[src/rtl/mem_arbiter_pkg.sv]
// Shared encodings for the memory-port arbiter: FSM states, port owner, and
// the data word returned when a transaction is aborted.
package mem_arbiter_pkg;

  typedef enum logic [1:0] {
    IDLE = 2'd0,
    BUSY = 2'd1,
    RESP = 2'd2
  } arb_state_e;

  typedef enum logic {
    OWN_IF = 1'b0,
    OWN_EX = 1'b1
  } owner_e;

  localparam logic [15:0] BUS_ERR_DATA = 16'hFFFF;

endpackage

[src/rtl/mem_arbiter.sv]
// Single-port memory arbiter between instruction fetch and execute.
// Execute wins ties, but fetch is forced through after STARVE_LIMIT consecutive losses.
module mem_arbiter
  import mem_arbiter_pkg::*;
#(
  parameter int AW           = 16,
  parameter int DW           = 16,
  parameter int STARVE_LIMIT = 4,
  parameter int TIMEOUT      = 255
) (
  input  logic          clk,
  input  logic          reset,
  input  logic          if_req,
  input  logic [AW-1:0] if_addr,
  output logic          if_ack,
  output logic [DW-1:0] if_rdata,
  input  logic          ex_req,
  input  logic          ex_we,
  input  logic [AW-1:0] ex_addr,
  input  logic [DW-1:0] ex_wdata,
  output logic          ex_ack,
  output logic [DW-1:0] ex_rdata,
  output logic          bus_err,
  output logic          mem_req,
  output logic          mem_we,
  output logic [AW-1:0] mem_addr,
  output logic [DW-1:0] mem_wdata,
  input  logic          mem_ack,
  input  logic [DW-1:0] mem_rdata
);

  localparam int SW = $clog2(STARVE_LIMIT + 1);

  arb_state_e    state_q, state_d;
  owner_e        owner_q, owner_d;
  logic [SW-1:0] starve_q, starve_d;
  logic [7:0]    tmo_q, tmo_d;
  logic          mem_req_q, mem_req_d;
  logic          mem_we_q, mem_we_d;
  logic [AW-1:0] mem_addr_q, mem_addr_d;
  logic [DW-1:0] mem_wdata_q, mem_wdata_d;
  logic [DW-1:0] if_rdata_q, if_rdata_d;
  logic [DW-1:0] ex_rdata_q, ex_rdata_d;
  logic          if_ack_q, if_ack_d;
  logic          ex_ack_q, ex_ack_d;
  logic          bus_err_q, bus_err_d;
  logic          starved;
  logic          grant_if;

  assign starved  = (starve_q == SW'(STARVE_LIMIT));
  assign grant_if = if_req && (!ex_req || starved);

  always_ff @(posedge clk or posedge reset) begin
    if (reset) begin
      state_q     <= IDLE;
      owner_q     <= OWN_IF;
      starve_q    <= '0;
      tmo_q       <= '0;
      mem_req_q   <= 1'b0;
      mem_we_q    <= 1'b0;
      mem_addr_q  <= '0;
      mem_wdata_q <= '0;
      if_rdata_q  <= '0;
      ex_rdata_q  <= '0;
      if_ack_q    <= 1'b0;
      ex_ack_q    <= 1'b0;
      bus_err_q   <= 1'b0;
    end else begin
      state_q     <= state_d;
      owner_q     <= owner_d;
      starve_q    <= starve_d;
      tmo_q       <= tmo_d;
      mem_req_q   <= mem_req_d;
      mem_we_q    <= mem_we_d;
      mem_addr_q  <= mem_addr_d;
      mem_wdata_q <= mem_wdata_d;
      if_rdata_q  <= if_rdata_d;
      ex_rdata_q  <= ex_rdata_d;
      if_ack_q    <= if_ack_d;
      ex_ack_q    <= ex_ack_d;
      bus_err_q   <= bus_err_d;
    end
  end

  always_comb begin
    state_d     = state_q;
    owner_d     = owner_q;
    starve_d    = starve_q;
    tmo_d       = tmo_q;
    mem_req_d   = mem_req_q;
    mem_we_d    = mem_we_q;
    mem_addr_d  = mem_addr_q;
    mem_wdata_d = mem_wdata_q;
    if_rdata_d  = if_rdata_q;
    ex_rdata_d  = ex_rdata_q;
    if_ack_d    = 1'b0;
    ex_ack_d    = 1'b0;
    bus_err_d   = 1'b0;

    case (state_q)
      IDLE: begin
        if (if_req || ex_req) begin
          mem_req_d = 1'b1;
          tmo_d     = '0;
          state_d   = BUSY;
          if (grant_if) begin
            owner_d     = OWN_IF;
            mem_we_d    = 1'b0;
            mem_addr_d  = if_addr;
            mem_wdata_d = '0;
            starve_d    = '0;
          end else begin
            owner_d     = OWN_EX;
            mem_we_d    = ex_we;
            mem_addr_d  = ex_addr;
            mem_wdata_d = ex_wdata;
            if (!if_req) begin
              starve_d = '0;
            end else if (!starved) begin
              starve_d = starve_q + SW'(1);
            end
          end
        end
      end

      BUSY: begin
        // A real ack beats the timeout when both land in the same cycle.
        if (mem_ack || (tmo_q == 8'(TIMEOUT))) begin
          mem_req_d = 1'b0;
          bus_err_d = !mem_ack;
          state_d   = RESP;
          if (owner_q == OWN_IF) begin
            if_ack_d   = 1'b1;
            if_rdata_d = mem_ack ? mem_rdata : DW'(BUS_ERR_DATA);
          end else begin
            ex_ack_d   = 1'b1;
            ex_rdata_d = mem_ack ? mem_rdata : DW'(BUS_ERR_DATA);
          end
        end else begin
          tmo_d = tmo_q + 8'd1;
        end
      end

      RESP: begin
        state_d = IDLE;
      end

      default: begin
        state_d = IDLE;
      end
    endcase
  end

  assign if_ack    = if_ack_q;
  assign if_rdata  = if_rdata_q;
  assign ex_ack    = ex_ack_q;
  assign ex_rdata  = ex_rdata_q;
  assign bus_err   = bus_err_q;
  assign mem_req   = mem_req_q;
  assign mem_we    = mem_we_q;
  assign mem_addr  = mem_addr_q;
  assign mem_wdata = mem_wdata_q;

endmodule
[config.mk]
export PLATFORM = sky130hd
export DESIGN_NAME = mem_arbiter
export DESIGN_NICKNAME = d
export VERILOG_FILES = /design/src/rtl/mem_arbiter_pkg.sv /design/src/rtl/mem_arbiter.sv
export SDC_FILE = /design/constraint.sdc
export NUM_CORES = 1
export LEC_CHECK = 0
export ABC_AREA = 1
export BUFFER_PORTS_ARGS = -buffer_cell sky130_fd_sc_hd__buf_2
export CAP_MARGIN = 10
export CORE_UTILIZATION = 53
export DETAILED_ROUTE_END_ITERATION = 8
export GPL_TIMING_DRIVEN = 0
export PLACE_DENSITY = 0.93
export SYNTH_ARGS = -nofsm -noshare
export SYNTH_HDL_FRONTEND = slang
export SYNTH_SLANG_ARGS = --single-unit
[constraint.sdc]
create_clock -name clk -period 7.7 [get_ports clk]
set_input_delay 1.54 -clock clk [delete_from_list [all_inputs] [get_ports clk]]
set_output_delay 1.54 -clock clk [all_outputs]
set_load 0.01 [all_outputs]
Word level (Yosys, flattened, before mapping)

Index checks and enable logic that the tools add are counted.

Input port bits: 70
Register bits after elaboration: 83
Output and inout bits: 69
Logic and storage cells: 63

Eq/ne operators: 7
Multiplexer cells: 25
Reductions and logical operators: 15
Add/sub/neg operators: 2
Bitwise operators: 1

Operators by type and width:

| operator                                               | number |
|---|---|
| two-way mux 16 bit                                     | 3 |
| two-way mux 8 bit                                      | 2 |
| case mux 8 bit (2 select lines)                        | 1 |
| AND reduction 3 bit                                    | 5 |
| two-way mux 1 bit                                      | 12 |
| two-way mux 3 bit                                      | 3 |
| adder 8 x 1 -> 8 bit (second input constant)           | 1 |
| == test 8 bit (second input constant)                  | 1 |
| inequality test 2 bit (second input constant)          | 3 |
| two-way mux 2 bit                                      | 2 |
| case mux 2 bit (2 select lines)                        | 1 |
| AND reduction 2 bit                                    | 2 |
| adder 3 x 1 -> 3 bit (second input constant)           | 1 |
| == test 3 bit (second input constant)                  | 1 |
| logical OR 1 bit                                       | 3 |
| inequality test 3 x 2 -> 1 bit (second input constant) | 1 |
| == test 2 x 1 -> 1 bit (second input constant)         | 1 |
| zero test 1 bit                                        | 2 |
| zero test 2 bit                                        | 1 |
| case mux 1 bit (2 select lines)                        | 1 |
| nonzero test 2 bit                                     | 1 |
| logical AND 1 bit                                      | 1 |
| inverter 1 bit                                         | 1 |

Logic depth before layout (Yosys ltp)

Gate-level depths: netlist (run 1).

Depth after elaboration: 5
Depth in mapped cells: 9
Mapped depth without buffers: 8

Worst setup path before layout (run 1)

Ideal clock, no wire load.

Kind: input -> register
Start point: input mem_ack
End point: register if_rdata_q[0], in the netlist if_rdata[0]
Library setup time: 117 ps
Required time: 7583 ps
Slack: 5352 ps
Path buffers: 1
Arrival: 2231 ps
Stages: 5
Cell sequence: inv_1 clkbuf_1 or2_2 nand4_1 nand2_1

Cells in the longest elaborated chain, start to end: 2
Elaborated cells on any way between the ends: 3
Those cells by class: mux (1); reduce/logical (2)

Ends and longest elaborated chain:

| item                          | RTL line           | source |
|---|---|---|
| start, declared               | mem_arbiter.sv:28  | `input logic mem_ack,` |
| logical OR 1 bit              | mem_arbiter.sv:128 | `if (mem_ack \|\| (tmo_q == 8'(TIMEOUT))) begin` |
| AND reduction 3 bit (no line) | n/a                |  |
| end signal, assigned          | mem_arbiter.sv:77  | `if_rdata_q <= if_rdata_d;` |
| end, declared                 | mem_arbiter.sv:42  | `logic [DW-1:0] if_rdata_q, if_rdata_d;` |

Parallel ways exist; a longest one is shown, timed or not.
A chain may end at the register's enable or synchronous reset.

Worst setup path in the final report (run 1)

Start point: register if_rdata_q[7], in the netlist if_rdata[7]
End point: output if_rdata[7]

RTL lines:

| item          | RTL line          | source |
|---|---|---|
| end, declared | mem_arbiter.sv:16 | `output logic [DW-1:0] if_rdata,` |

No word-level cell between the ends.

==> results of run 1 <==
[power groups by stage]
stage	sequential, mW	combinational (mW)	clock [mW]
after global placement	0.722	0.731	0
final	0.723	0.763	0.288
after CTS	0.721	0.768	0.296
after global routing	0.742	0.851	0.313
after detailed placement	0.727	0.765	0
after floorplan	0.809	0.378	0
[layout make-up]
class / instances / area (um2) / share of cell area, %
Sequential cell: 83 / 2080 / 43.4
Multi-Input combinational cell: 302 / 1470 / 30.7
Timing Repair Buffer: 139 / 718 / 15.0
Buffer: 25 / 151 / 3.17
Clock buffer: 10 / 138 / 2.88
Tap cell: 96 / 120 / 2.51
Inverter: 16 / 62.6 / 1.31
Clock inverter: 6 / 46.3 / 0.968
[cell usage after synthesis]
master / n
nand2_1: 146
dfrtp_1: 83
nand4_1: 33
o21ai_0: 31
nand3_1: 23
nor2_1: 23
or2_2: 16
inv_1: 13
buf_4: 10
clkbuf_1: 9
o21ai_1: 8
buf_2: 4
ha_1: 3
buf_6: 2
inv_2: 2
nand2_2: 2
nand3_4: 2
nor3_1: 2
o22ai_1: 2
xor2_1: 2
a21oi_1: 1
a21oi_2: 1
clkinv_1: 1
nand2_4: 1
nand2_8: 1
nand3b_1: 1
nor2_2: 1
nor2_4: 1
nor3_4: 1
o21bai_1: 1
[logic make-up after synthesis]
logic type / Yosys count
simple gates: 253
flops: 83
compound gates: 44
buf+inv: 41
fa+ha+maj: 3
xor+xnor: 2
[metal layers]
metal	vias up	GRT usage, %
li1	1705	-
met2	125	41.6
met3	26	4.38
met4	0	14.2
met5	-	0
met1	1635	34.0
[worst min path at each step]
stage | start | to | depth (start not counted)
6_report | ex_rdata[8] | ex_rdata[8] | 2
5_1_grt | if_rdata[3] | if_rdata[3] | 2
4_1_cts | if_rdata[8] | if_rdata[8] | 2
3_5_place_dp | if_rdata[8] | if_rdata[8] | 2
3_3_place_gp | ex_rdata[13] | ex_rdata[13] | 2
2_1_floorplan | tmo_q[7] | tmo_q[7] | 2
[flip-flops by register name (all words and copies together) (netlist names)]
register,cells
owner_q,1
mem_wdata,16
mem_req,1
mem_we,1
state_q,2
tmo_q,8
bus_err,1
starve_q,3
ex_ack,1
if_ack,1
ex_rdata,16
if_rdata,16
mem_addr,16
==> flow_metrics.py, run 1 <==
metrics = {
    "logic_synthesis": {
        "synthCells": 426,
        "synth_compound_area_share_pct": 6.09,
        "ys_seq_area_share_pct": 55.3,
        "synth.area.mux_share_pct": 0,
        "yosysTopAreaCell": "dfrtp_1",
        "synth_xor_area_share_pct": 0.466,
        "synth_top_area_share_pct": 55.3,
        "yosys_warnings": 0,
        "postSynthAreaPerCell_um2": 8.82,
        "synthSimpleGateAreaFrac_pct": 31.6,
        "synth_seq_cells": 83,
        "ys_types": 30,
        "syn-num-nets": 499,
        "synth_top_family_by_area": "simple AND/OR/NAND/NOR gates",
        "synth_area_leaders": "dfrtp_1, nand2_1, nand4_1",
        "synth_adder_area_share_pct": 0.999,
        "syn_area_um2": 3760,
    },
    "layout": {
        "utilization_pct": 70.0,
        "layout_common_cells": "nand2_1, buf_2, dfrtp_1, nand4_1, o21ai_0",
        "layout.cells.non_filler": 677,
        "nFillCells": 521,
        "design_area_um2": 4780,
        "layout-drive-gt1-share_pct": 34.4,
        "final_common_cell": "nand2_1",
        "syn2layout_area_growth_pct": 27.3,
        "nNetsFinal": 649,
        "antenna_cells": 0,
    },
    "pwr": {
        "p_leak_nw": 2.61,
        "p_int_mw": 1.04,
        "p_total_mw": 1.77,
        "clock_power_share_pct": 16.2,
        "pwr-share-seq_pct": 40.8,
        "p_switching_mw": 0.730,
        "p_sw_share_pct": 41.1,
        "ir_drop_uv": 189,
        "power_per_cell_area_nw_per_um2": 371,
        "pwr-share-comb_pct": 43.0,
    },
    "clock_tree": {
        "cts_made_buffers": 9,
        "cts_sinks": 83,
        "hold_buffers": 0,
        "tritoncts": "done",
        "clk_path_buf_depth": 2,
        "clk_pin_slew_ns": 0.09,
        "clock_tree.root_cell": "clkbuf_8",
        "post_cts_resize_count": 0,
        "cts_setup_buffers": 0,
        "clk_latency_ns": 0.36,
        "cts_htree_levels": 3,
    },
    "detailed_routing": {
        "routed_wl_um": 9260,
        "drc": 0,
        "wl_met2_um": 4460,
        "via_per_inst": 5.16,
        "wl_met3_um": 441,
        "ant_nets": 0,
        "drt_iter0_drc": 259,
        "wire_per_inst_um": 13.7,
        "met1_length_um": 4080,
        "vias": 3491,
        "highest_layer": "met4",
        "drt_first_pass_iters": 5,
    },
    "timing": {
        "finalCritPeriodShare_pct": 31.7,
        "clock.fmax_mhz": 409,
        "rsz0062_at_grt": "false",
        "hold_violations": 0,
        "tns_ns": 0,
        "slew_headroom_pct": 69.5,
        "setup_viol": 0,
        "fin_ws_ns": 5.26,
        "hold_ws_ns": 0.471,
        "worst_slew_pin_slew_ns": 0.457,
        "drv_slew": 0,
        "min_period_ns": 2.44,
        "skew_ns": 0.0109,
    },
    "hold_path": {
        "min_path_type": "register to register",
    },
    "floorplan": {
        "start_util_pct": 55.0,
        "core_um2": 6830,
        "die_y_um": 86.2,
        "die_area_um2": 7430,
        "io_pins": 139,
        "num_rows": 30,
        "die_w_um": 86.2,
    },
    "setup_path": {
        "path_depth": 1,
        "critPathMaxFanout": 2,
        "critPathKind": "register to primary output",
        "startpoint_type": "register",
        "crit_path_top_delay_cell": "dfrtp_1",
        "startpoint": "if_rdata[7]",
        "cp.buffers_inverters": 1,
        "cp_data_arrival_time_ns": 0.90,
        "reg2reg_to": "if_rdata[3]",
        "crit_chain": "buf_2",
        "critPathCapture": "if_rdata[7]",
        "cp-end-kind": "primary output",
        "critical_path.max_stage_delay_ns": 0.40,
        "cpLargestDelayFamily": "flip-flops",
        "rr_startpoint": "tmo_q[0]",
        "r2r_cells": 9,
        "required_ns": 6.16,
        "reg2reg_slack_ns": 6.08,
    },
    "grt": {
        "grt_pass1_vias": 3213,
        "grt_pass1_wl_um": 14800,
        "grt_max_degree": 50,
        "antenna_found_initial": 0,
        "overflow": 0,
        "gr-usage-all-layers_pct": 26.0,
    },
    "flow_run": {
        "maxCapViolations": 0,
    },
    "outcome": {
        "status": "finished, final reports clean",
    },
    "placement": {
        "io_buffers": 138,
        "gp_congestion": 0.886,
        "place_inst": 661,
        "dp_slack_ns": 4.96,
        "place_area_um2": 4600,
        "hpwl_um": 6940,
    },
}
Power figures use the tool's default switching activity.
==> inputs of run 2 (changes only) <==
--- a/config.mk
+++ b/config.mk
@@ -8,10 +8,10 @@
 export ABC_AREA = 1
 export BUFFER_PORTS_ARGS = -buffer_cell sky130_fd_sc_hd__buf_2
 export CAP_MARGIN = 10
-export CORE_UTILIZATION = 53
+export CORE_UTILIZATION = 49
 export DETAILED_ROUTE_END_ITERATION = 8
 export GPL_TIMING_DRIVEN = 0
-export PLACE_DENSITY = 0.93
+export PLACE_DENSITY = 0.87
 export SYNTH_ARGS = -nofsm -noshare
 export SYNTH_HDL_FRONTEND = slang
 export SYNTH_SLANG_ARGS = --single-unit
==> constraint.sdc (replaced) <==
create_clock -name clk -period 2.25 [get_ports clk]
set_input_delay 0.45 -clock clk [delete_from_list [all_inputs] [get_ports clk]]
set_output_delay 0.45 -clock clk [all_outputs]
set_load 0.01 [all_outputs]
==> run 2 against run 1 <==
  * Wire length about the same
  * Sequential share of layout area decreased by 0.64 points
  * Register-to-register slack got worse by 5.5 ns
  * Clock power increased to 4.3 times the previous value
  * Via count decreased by 0.26%
  * Count of clock-buffer cells in the layout decreased by 1
  * Largest power group unchanged
  * Cell count increased by 0.44%
==> flow_metrics.py, run 2 (same netlist as run 1, synthesis figures left out) <==
metrics = {
    "pwr": {
        "power_per_cell_area_nw_per_um2": 1310,
        "p_leak_nw": 2.65,
        "p_int_mw": 3.87,
        "pwr-share-comb_pct": 41.4,
        "ir_drop_uv": 720,
        "pwr-share-seq_pct": 39.1,
        "p_switching_mw": 2.50,
        "clock_power_share_pct": 19.6,
        "p_sw_share_pct": 39.3,
    },
    "timing": {
        "drv_slew": 0,
        "skew_ns": 0.0151,
        "hold_violations": 0,
        "finalCritPeriodShare_pct": 72.4,
        "clock.fmax_mhz": 614,
        "slew_headroom_pct": 68.8,
        "setup_viol": 0,
        "rsz0062_at_grt": "false",
        "min_period_ns": 1.63,
        "worst_slew_pin_slew_ns": 0.469,
        "tns_ns": 0,
    },
    "setup_path": {
        "cp-end-kind": "register",
        "critPathMaxFanout": 10,
        "critical_path.max_stage_delay_ns": 0.38,
        "crit_chain": "inv_1, ha_1, nand2_1, nand2_1, nand2_2, inv_1, buf_2, o21ai_0, o21ai_0",
        "cp_data_arrival_time_ns": 1.88,
        "critPathKind": "register to register",
        "startpoint_type": "register",
        "crit_path_top_delay_cell": "dfrtp_1",
        "required_ns": 2.50,
    },
    "placement": {
        "gp_congestion": 0.917,
        "place_area_um2": 4620,
        "hpwl_um": 6870,
        "place_inst": 665,
        "io_buffers": 138,
    },
    "clock_tree": {
        "tritoncts": "done",
        "clk_path_buf_depth": 2,
        "cts_htree_levels": 3,
        "clock_tree.root_cell": "clkbuf_8",
        "clk_pin_slew_ns": 0.08,
        "cts_made_buffers": 9,
        "clk_latency_ns": 0.35,
        "cts_setup_buffers": 0,
        "cts_sinks": 83,
    },
    "grt": {
        "grt_pass1_wl_um": 14600,
        "grt_pass1_vias": 3167,
        "gr-usage-all-layers_pct": 23.8,
        "antenna_found_initial": 0,
        "overflow": 0,
        "grt_max_degree": 44,
    },
    "floorplan": {
        "die_y_um": 89.6,
        "die_area_um2": 8020,
        "die_w_um": 89.6,
        "num_rows": 31,
        "start_util_pct": 51.3,
        "core_um2": 7330,
        "io_pins": 139,
    },
    "detailed_routing": {
        "wire_per_inst_um": 13.6,
        "via_per_inst": 5.12,
        "ant_nets": 0,
        "drt_iter0_drc": 201,
        "drt_first_pass_iters": 5,
        "routed_wl_um": 9260,
        "vias": 3482,
        "drc": 0,
    },
    "layout": {
        "layout-drive-gt1-share_pct": 34.3,
        "final_common_cell": "nand2_1",
        "nNetsFinal": 651,
        "design_area_um2": 4850,
        "syn2layout_area_growth_pct": 29.2,
        "layout.cells.non_filler": 680,
        "antenna_cells": 0,
        "layout_common_cells": "nand2_1, buf_2, dfrtp_1, nand4_1, o21ai_0",
    },
    "outcome": {
        "status": "finished, final reports clean",
    },
    "hold_path": {
        "min_path_type": "input pin to register",
    },
    "flow_run": {
        "maxCapViolations": 0,
    },
}
## run 2: what timing repair did
action / 4_1_cts / 5_1_grt
hold endpoints to repair: 1 / 0
resized for setup: 0 / 0
hold buffers: 1 / 0
## run 2: layout make-up
cell class              count  area, um2
flip-flops and latches     83       2080
repair buffers            141        741
inverters                  16       63.8
well taps                  99        124
clock buffers               9        124
multi-input cells         302       1470
plain buffers              25        151
clock inverters             5        104
fillers                   593       2480
## run 2: final timing paths
check,start,endpoint,slack [ns],cells after the start
setup / recovery,starve_q[0],mem_addr[15],0.62,9
hold / removal,mem_ack,bus_err,0.31,2
setup reg to reg,starve_q[0],mem_addr[15],0.62,9
hold reg to reg,if_rdata[0],if_rdata[0],0.47,2
max in group asynchronous,reset,bus_err,1.05,5
min in group asynchronous,reset,ex_ack,0.52,3
## run 2: layer usage
metal / up-vias / GRT usage, % / share of wire (%)
met5: - / 0 / 0
met4: 0 / 9.96 / 2.4
met3: 22 / 3.47 / 5.1
met2: 119 / 39.5 / 48
met1: 1637 / 31.3 / 44
li1: 1704 / - / -
## run 2: per-stage QoR
| step | setup slack (ns) | util [%] | hold WS, ns | total power, mW |
|---|---|---|---|---|
| global route | 0.444 | 66.2 | 0.331 | 6.83 |
| detailed placement | 0.584 | 63.0 | 0.330 | 5.14 |
| finish | 0.622 | 66.2 | 0.313 | 6.37 |
| CTS | 0.623 | 66.2 | 0.302 | 6.40 |
| global placement | 0.324 | 62.4 | 0.454 | 5.01 |
| floorplan | 0.848 | - | 0.449 | 4.06 |
## run 2: power by group through the flow
stage	Clock (mW)	Combinational, mW	Sequential [mW]
floorplan	0	1.30	2.77
global placement	0	2.54	2.48
detailed placement	0	2.64	2.50
CTS	1.26	2.65	2.48
global route	1.32	2.97	2.55
finish	1.25	2.64	2.49
## run 2: critical path, delay by kind of cell (launching register included)
kind	cells	cell delay [ns]
and+or+nand+nor	3	0.24
buffers and inverters	3	0.49
adders and majority gates	1	0.16
AOI/OAI and AO/OA	2	0.27
DFF	1	0.38
